## config.mk

```make
export PLATFORM = sky130hd
export DESIGN_NAME = mc_seq_ctrl
export DESIGN_NICKNAME = d
export VERILOG_FILES = /design/src/rtl/mc_seq_ctrl.sv
export SDC_FILE = /design/constraint.sdc
export NUM_CORES = 1
export LEC_CHECK = 0
export ABC_AREA = 1
export BUFFER_PORTS_ARGS = -buffer_cell sky130_fd_sc_hd__buf_2
export CORE_MARGIN = 2
export CORE_UTILIZATION = 38
export CTS_BUF_LIST = sky130_fd_sc_hd__clkbuf_8
export CTS_CLUSTER_SIZE = 24
export DETAILED_ROUTE_END_ITERATION = 8
export HOLD_SLACK_MARGIN = 0.15
export PLACE_DENSITY_LB_ADDON = 0.05
export REMOVE_ABC_BUFFERS = 1
export SLEW_MARGIN = 10
export SYNTH_ARGS = -nofsm -noshare
export SYNTH_HDL_FRONTEND = slang
export SYNTH_SLANG_ARGS = --single-unit
```

## constraint.sdc

```tcl
create_clock -name clk -period 3.4 [get_ports clk]
set_input_delay 0.17 -clock clk [delete_from_list [all_inputs] [get_ports clk]]
set_output_delay 0.17 -clock clk [all_outputs]
set_load 0.01 [all_outputs]
```

## src/rtl/mc_seq_ctrl.sv

```systemverilog
`default_nettype none
// ============================================================================
// Module      : mc_seq_ctrl
// Description : Multi-cycle sequencing controller for a MIPS-subset CPU.
//               Moves each instruction through IF, ID, EX, MEM and WB. It
//               waits on the data-memory handshake and drives the datapath
//               enables and selects. PC is written exactly once per
//               instruction.
// Revision    : 1.0 - initial release
// ----------------------------------------------------------------------------
// Ports
//   clk        in   1  system clock, rising edge
//   reset      in   1  asynchronous, active-high reset
//   opcode     in   6  IR[31:26] from the registered IR
//   funct      in   6  IR[5:0] from the registered IR
//   zero       in   1  ALU equality flag (consumed by the npc unit)
//   mem_ready  in   1  data memory completes the access this cycle
//   state      out  3  IF=0, ID=1, EX=2, MEM=3, WB=4
//   ir_we      out  1  IR load
//   pc_we      out  1  PC load from npc
//   npc_op     out  4  next-PC select
//   rf_we      out  1  register file write
//   rf_wsel    out  2  write address: 0=rd, 1=rt, 2=$31
//   rf_wdsel   out  2  write data: 0=ALU, 1=mem, 2=pc+4
//   alu_op     out  3  0=add, 1=sub, 2=or, 3=lui
//   alu_bsel   out  1  0=rt, 1=extended imm
//   ext_op     out  1  0=zero-extend, 1=sign-extend
//   mem_re     out  1  data-memory read request
//   mem_we     out  1  data-memory write request
//   illegal    out  1  pulse: unsupported instruction skipped
// ============================================================================
module mc_seq_ctrl #(
  parameter logic [3:0] NPC_ADD4 = 4'd0,
  parameter logic [3:0] NPC_BRCH = 4'd1,
  parameter logic [3:0] NPC_JAL  = 4'd2,
  parameter logic [3:0] NPC_JR   = 4'd3
) (
  input  logic       clk,
  input  logic       reset,
  input  logic [5:0] opcode,
  input  logic [5:0] funct,
  input  logic       zero,
  input  logic       mem_ready,
  output logic [2:0] state,
  output logic       ir_we,
  output logic       pc_we,
  output logic [3:0] npc_op,
  output logic       rf_we,
  output logic [1:0] rf_wsel,
  output logic [1:0] rf_wdsel,
  output logic [2:0] alu_op,
  output logic       alu_bsel,
  output logic       ext_op,
  output logic       mem_re,
  output logic       mem_we,
  output logic       illegal
);

  // State encoding
  localparam logic [2:0] S_IF  = 3'd0;
  localparam logic [2:0] S_ID  = 3'd1;
  localparam logic [2:0] S_EX  = 3'd2;
  localparam logic [2:0] S_MEM = 3'd3;
  localparam logic [2:0] S_WB  = 3'd4;

  // Opcodes / functs
  localparam logic [5:0] C_OP_RTYPE = 6'b000000;
  localparam logic [5:0] C_OP_ORI   = 6'b001101;
  localparam logic [5:0] C_OP_LUI   = 6'b001111;
  localparam logic [5:0] C_OP_LW    = 6'b100011;
  localparam logic [5:0] C_OP_SW    = 6'b101011;
  localparam logic [5:0] C_OP_BEQ   = 6'b000100;
  localparam logic [5:0] C_OP_JAL   = 6'b000011;
  localparam logic [5:0] C_FN_ADD   = 6'b100000;
  localparam logic [5:0] C_FN_SUB   = 6'b100010;
  localparam logic [5:0] C_FN_JR    = 6'b001000;

  // ALU operation codes
  localparam logic [2:0] C_ALU_ADD = 3'd0;
  localparam logic [2:0] C_ALU_SUB = 3'd1;
  localparam logic [2:0] C_ALU_OR  = 3'd2;
  localparam logic [2:0] C_ALU_LUI = 3'd3;

  // Write address / data selects
  localparam logic [1:0] C_WSEL_RD  = 2'd0;
  localparam logic [1:0] C_WSEL_RT  = 2'd1;
  localparam logic [1:0] C_WSEL_RA  = 2'd2;
  localparam logic [1:0] C_WD_ALU   = 2'd0;
  localparam logic [1:0] C_WD_MEM   = 2'd1;
  localparam logic [1:0] C_WD_PC4   = 2'd2;

  logic [2:0] r_state;
  logic [2:0] w_next_state;

  // The branch decision is taken by the npc unit, so zero is not needed here.
  logic w_unused_zero;
  assign w_unused_zero = zero;

  // --------------------------------------------------------------------------
  // Instruction decode
  // --------------------------------------------------------------------------
  logic w_is_rtype;
  logic w_is_add, w_is_sub, w_is_jr;
  logic w_is_ori, w_is_lui, w_is_lw, w_is_sw, w_is_beq, w_is_jal;
  logic w_is_illegal;

  assign w_is_rtype   = (opcode == C_OP_RTYPE);
  assign w_is_add     = w_is_rtype && (funct == C_FN_ADD);
  assign w_is_sub     = w_is_rtype && (funct == C_FN_SUB);
  assign w_is_jr      = w_is_rtype && (funct == C_FN_JR);
  assign w_is_ori     = (opcode == C_OP_ORI);
  assign w_is_lui     = (opcode == C_OP_LUI);
  assign w_is_lw      = (opcode == C_OP_LW);
  assign w_is_sw      = (opcode == C_OP_SW);
  assign w_is_beq     = (opcode == C_OP_BEQ);
  assign w_is_jal     = (opcode == C_OP_JAL);
  assign w_is_illegal = ~(w_is_add | w_is_sub | w_is_jr | w_is_ori | w_is_lui |
                          w_is_lw | w_is_sw | w_is_beq | w_is_jal);

  // --------------------------------------------------------------------------
  // State register
  // --------------------------------------------------------------------------
  always_ff @(posedge clk or posedge reset) begin
    if (reset) begin
      r_state <= S_IF;
    end else begin
      r_state <= w_next_state;
    end
  end

  // --------------------------------------------------------------------------
  // Next-state logic
  // --------------------------------------------------------------------------
  always_comb begin
    w_next_state = S_IF;
    case (r_state)
      S_IF: w_next_state = S_ID;
      S_ID: begin
        if (w_is_jr || w_is_illegal) begin
          w_next_state = S_IF;
        end else if (w_is_jal) begin
          w_next_state = S_WB;
        end else begin
          w_next_state = S_EX;
        end
      end
      S_EX: begin
        if (w_is_beq) begin
          w_next_state = S_IF;
        end else if (w_is_lw || w_is_sw) begin
          w_next_state = S_MEM;
        end else begin
          w_next_state = S_WB;
        end
      end
      S_MEM: begin
        if (!mem_ready) begin
          w_next_state = S_MEM;
        end else if (w_is_lw) begin
          w_next_state = S_WB;
        end else begin
          w_next_state = S_IF;
        end
      end
      S_WB:    w_next_state = S_IF;
      default: w_next_state = S_IF;  // encodings 5-7 recover to IF
    endcase
  end

  // --------------------------------------------------------------------------
  // Output logic
  // --------------------------------------------------------------------------
  always_comb begin
    ir_we    = 1'b0;
    pc_we    = 1'b0;
    npc_op   = NPC_ADD4;
    rf_we    = 1'b0;
    rf_wsel  = C_WSEL_RD;
    rf_wdsel = C_WD_ALU;
    alu_op   = C_ALU_ADD;
    alu_bsel = 1'b0;
    ext_op   = 1'b0;
    mem_re   = 1'b0;
    mem_we   = 1'b0;
    illegal  = 1'b0;

    case (r_state)
      S_IF: ir_we = 1'b1;
      S_ID: begin
        if (w_is_jr) begin
          pc_we  = 1'b1;
          npc_op = NPC_JR;
        end else if (w_is_illegal) begin
          illegal = 1'b1;
          pc_we   = 1'b1;
          npc_op  = NPC_ADD4;
        end
      end
      S_EX: begin
        if (w_is_sub) begin
          alu_op = C_ALU_SUB;
        end else if (w_is_ori) begin
          alu_op   = C_ALU_OR;
          alu_bsel = 1'b1;
        end else if (w_is_lui) begin
          alu_op   = C_ALU_LUI;
          alu_bsel = 1'b1;
        end else if (w_is_lw || w_is_sw) begin
          alu_op   = C_ALU_ADD;
          alu_bsel = 1'b1;
          ext_op   = 1'b1;
        end else if (w_is_beq) begin
          alu_op = C_ALU_SUB;
          pc_we  = 1'b1;
          npc_op = NPC_BRCH;
        end
      end
      S_MEM: begin
        // The request stays asserted until the cycle memory reports ready.
        if (w_is_lw) begin
          mem_re = 1'b1;
        end else begin
          mem_we = 1'b1;
          if (mem_ready) begin
            pc_we  = 1'b1;
            npc_op = NPC_ADD4;
          end
        end
      end
      S_WB: begin
        rf_we = 1'b1;
        pc_we = 1'b1;
        if (w_is_jal) begin
          rf_wsel  = C_WSEL_RA;
          rf_wdsel = C_WD_PC4;
          npc_op   = NPC_JAL;
        end else if (w_is_lw) begin
          rf_wsel  = C_WSEL_RT;
          rf_wdsel = C_WD_MEM;
        end else if (w_is_ori || w_is_lui) begin
          rf_wsel  = C_WSEL_RT;
        end
      end
      default: ;
    endcase

    // IF is the reset state, so its ir_we must be masked while reset is held.
    if (reset) begin
      ir_we    = 1'b0;
      pc_we    = 1'b0;
      npc_op   = 4'd0;
      rf_we    = 1'b0;
      rf_wsel  = 2'd0;
      rf_wdsel = 2'd0;
      alu_op   = 3'd0;
      alu_bsel = 1'b0;
      ext_op   = 1'b0;
      mem_re   = 1'b0;
      mem_we   = 1'b0;
      illegal  = 1'b0;
    end
  end

  assign state = r_state;

endmodule
`default_nettype wire
```

* Yosys cells after proc, flatten, opt, wreduce, memory -nomap -nowiden
Cells that the tools add are included.
** Cells by class
- Eq/ne operators :: 13
- Muxes and demuxes :: 67
- Bitwise logic cells :: 9
- Reductions and logical operators :: 8
** Operators by type and width (count)
- $mux 1 :: 44
- $eq 6x6->1 const B :: 4
- $mux 2 :: 12
- $mux 3 :: 7
- $eq 6x4->1 const B :: 3
- $pmux 3 s4 :: 1
- $or 1x1->1 :: 8
- $eq 3x2->1 const B :: 2
- $eq 6x2->1 const B :: 1
- $eq 6x3->1 const B :: 1
- $logic_not 6->1 :: 1
- $pmux 2 s3 :: 1
- $mux 4 :: 1
- $pmux 1 s4 :: 1
- $eq 3x1->1 const B :: 1
- $eq 3x3->1 const B :: 1
- $logic_and 1x1->1 :: 3
- $logic_not 3->1 :: 1
- $logic_or 1x1->1 :: 3
- $not 1->1 :: 1
** Storage, ports and cells
- Register bits after elaboration :: 3
- Input port bits :: 16
- Output and inout port bits :: 22
- Logic and storage cells :: 98

* Longest topological paths before layout
- Depth after elaboration :: 14
- Depth in mapped cells :: 10
- Gate-level depth less buffers :: 10

* Worst setup path after synthesis
No wires, ideal clock.
- Path kind :: register to output
- Start :: reg r_state[0] (netlist: state[0])
- End :: out rf_wsel[1]
- Arrival time :: 1.377 ns
- Required time :: 3.230 ns
- Path slack :: 1.853 ns
- Cell stages (with the launch flop) :: 9
- Path buffers :: 1
- Path through :: dfrtp_1 > inv_1 > nand2_1 > nor2_2 > inv_2 > nor2_4 > inv_2 > nor2_1 > buf_4
** On the way
- Word-level cells in the longest chain between the ends :: 3
** RTL lines
- start: declaration :: line 92 : logic [2:0] r_state;
- start signal: assignment :: line 127 : r_state <= w_next_state;
- $eq 3x3->1 :: line 187 : case (r_state)
- $mux 2 :: line 187
- $mux 2 :: line 248 : if (reset) begin
- end: declaration :: line 49 : output logic [1:0] rf_wsel,
No other way between the ends.

* Worst setup path in the final report
- Start :: reg r_state[2] (netlist: state[2])
- End :: out pc_we
** On the way
- Word-level cells in the longest chain between the ends :: 3
- Elaborated cells on any way between the ends :: 6
- Classes of those cells :: eq/ne (4); mux (2)
** RTL lines
- $eq 3x3->1, or another cell as far along :: line 187
- $pmux 1 s4 * :: line 187
- $mux 1 * :: line 248
- end: declaration :: line 46 : output logic pc_we,
Every way passes the cells marked *; elsewhere a longest branch is shown, timed or not.

==> metrics.md <==
| Metric | Value |
|---|---|
| Max cap viols | 0 |
| Worst-skew pair later-pin latency | 0.22 ns |
| Largest register FFs | 3 |
| Reg2reg path depth | 5 |
| Seq cells post-synth | 3 |
| Mean Syn Cell Area | approximately 5.8 um^2 |
| P&R area growth vs syn | 33.6% |
| Share of the synthesized area in the top cell type | 0.122 |
| Gr usage total | 0.162 |
| Clk pin slew, worst setup/hold paths | 0.03 ns |
| Highest clock rate | between 500 and 600 MHz |
| Die Ht | about 45 um |
| Starting density of the core | 0.416 |
| Die area | between 2000 and 2500 um^2 |
| Avg WL per Cell | 9.48 um |
| Slowest stage delay, CP | about 0.45 ns |
| Final slew viol count | 0 |
| Via density | around 4.6 |
| Crit path cell chain | nor3_4 -> inv_1 -> o21bai_4 -> nor2_2 -> a21oi_2 -> buf_2 |
| Pre-CTS setup slack | around 1.9 ns |
| Root buf cell | clkbuf_8 |
| Run status | finished clean |
| # IOs | 38 |
| First DRT Iteration DRCs | 30 |
| Num rows | 14 |
| Ys Warns | 0 |
| Synth Cell Area | ~650 um^2 |
| Crit path to | pc_we |
| CTS tree | yes |
| Vias | ~760 |
| Maximum fanout along the worst path | 6 |
| Final core utilization | 0.555 |
| Required time worst endpoint | around 3.2 ns |
| Global placement routability congestion | 0.768 |
| Setup TNS | 0 ns |
| I/O Buffers | 33 |
| Reg2Reg Launch Point | state[2]$_DFF_PP0_ |
| CP arrival | approximately 1.5 ns |
| Fin Hold WS | about 0.3 ns |
| CP Class | flop to output pin |
| Dpl hpwl | around 1300 um |
| Chip Width | 45.3 um |
| H-tree levels | 1 |
| Sink Count | 3 |
| Drc violations | 0 |
| Final worst slack | 1.69 ns |
| Nets | 165 |
| Period utilization | 0.504 |
| Clock buffer depth | 2 |
| CP Capture Type | output pin |
| Startpoint types | flop |
| Endpoints failing setup | 0 |
| Power Density | between 300 and 400 nW/um^2 |
| Slowest CP cell | dfrtp_1 |
| Antenna Cells | 0 |
| Clk_skew | roughly 0.00024 ns |
| Antenna violations before repair | 0 |
| Post-synth cell types | 23 |
| Total core area | around 1600 um^2 |
| Synth Instances | around 110 |
| Sequential share of the synthesized area | 0.116 |
| Crit path time final | between 1.5 and 2 ns |
| WL final | approximately 1600 um |
| R2R Setup Slk | ~2.1 ns |
| Inserted Clock Buffers | 3 |
| DR pass1 iterations | 4 |
| Layout cells sized above 1 | 0.399 |
| Peak supply drop | 0.000215 V |
| Static leakage | 0.514 nW |
| RSZ-0062 raised after global routing | no |
| Critical Path Start | state[2]$_DFF_PP0_ |
| Hold crit path type | input pin to flop |
| Cell taking the most area after synthesis | inv_1 |
| First-pass GRT wire length | between 2000 and 3000 um |
| Largest net degree at the start of global routing | 8 |
| Top cells by area, synth | inv_1, nand2_1, dfrtp_1 |
| Vias in the first global route | between 600 and 700 |
| Final hold vios | 0 |
| Final antenna-violating net count | 0 |
| Grt total ovfl | 0 |
| Post CTS Setup Buffer Count | 0 |
| Reg2reg end | state[0]$_DFF_PP0_ |
==> layout make-up <==
| class | count | area [um^2] |
|---|---|---|
| clock buffers | 3 | 41.3 |
| clock inverters | 1 | 3.75 |
| fillers | 179 | 693 |
| inverters | 25 | 93.8 |
| multi-input cells | 82 | 457 |
| flip-flops and latches | 3 | 75.1 |
| well taps | 16 | 20.0 |
| repair buffers | 34 | 175 |
==> critical path: cells and delay by family, from the launching register on <==
| kind | cells | cell delay, ns |
|---|---|---|
| buffers and inverters | 2 | 0.28 |
| AND/OR/NAND/NOR | 2 | 0.31 |
| AO/OA/AOI/OAI | 2 | 0.28 |
| flip-flops | 1 | 0.45 |
==> cells by family after synthesis <==
| group | count (synthesis) | share of synthesized area |
|---|---|---|
| other | 1 | 0.00579 |
| AND/OR/NAND/NOR | 69 | 0.570 |
| AO/OA/AOI/OAI | 10 | 0.118 |
| flip-flops | 3 | 0.116 |
| buffers and inverters | 29 | 0.191 |
==> synth_stat cells, drive strengths merged <==
| cell type | count |
|---|---|
| nor2 | 28 |
| inv | 25 |
| nand2 | 24 |
| nand3 | 11 |
| a21oi | 5 |
| nor3 | 5 |
| buf | 4 |
| dfrtp | 3 |
| a31oi | 2 |
| conb | 1 |
| nand3b | 1 |
| o21bai | 1 |
| o221ai | 1 |
| o31ai | 1 |
==> per-stage QoR <==
stage | power, W | std cells | area [um^2]
after floorplan | 0.000155 | 110 | 626
final | 0.000307 | 164 | 866
after detailed placement | 0.000202 | 159 | 811
after CTS | 0.000308 | 164 | 866
after global routing | 0.000329 | 164 | 866
after global placement | 0.000199 | 159 | 811
==> cells in the final DEF, fill, tap and decap left out, types with 3 or more instances in the layout <==
cell,instances
buf_2,33
inv_1,22
nand2_1,21
nor2_1,19
nand3_1,8
nor2_2,5
inv_2,4
nor2_4,4
a21oi_1,4
nand3_2,3
nor3_1,3
conb_1,3
clkbuf_8,3
dfrtp_1,3
==> worst min-delay path by stage <==
stage / from / to / slack [ns] / cells past startpoint
after floorplan: reset / state[0]$_DFF_PP0_ / -0.06 / 1
after global placement: reset / state[2]$_DFF_PP0_ / 0.16 / 2
after detailed placement: reset / state[2]$_DFF_PP0_ / 0.16 / 2
after CTS: mem_ready / state[2]$_DFF_PP0_ / 0.30 / 3
after global routing: mem_ready / state[2]$_DFF_PP0_ / 0.34 / 3
final: mem_ready / state[2]$_DFF_PP0_ / 0.30 / 3
==> routing by layer <==
metal | routed length (um) | GRT usage | vias up
met5 | 0 | 0 | -
met4 | 0 | 0.0529 | 0
met3 | 90 | 0 | 0
met2 | 669 | 0.269 | 27
met1 | 793 | 0.228 | 321
li1 | - | - | 411
==> power by group <==
group / total (W) / switching, W / internal [W] / leakage, nW
logic: 0.000153 / 0.0000987 / 0.0000539 / 0.448
registers: 0.0000513 / 0.00000670 / 0.0000446 / 0.0394
clock network: 0.000103 / 0.0000260 / 0.0000771 / 0.0269
total: 0.000307 / 0.000131 / 0.000176 / 0.514
==> timing repair <==
action,4_1_cts,5_1_grt
hold endpoints to repair,3,0
resized for setup,0,0
hold buffers,1,0
No activity file was read; power rests on OpenSTA's default activity.
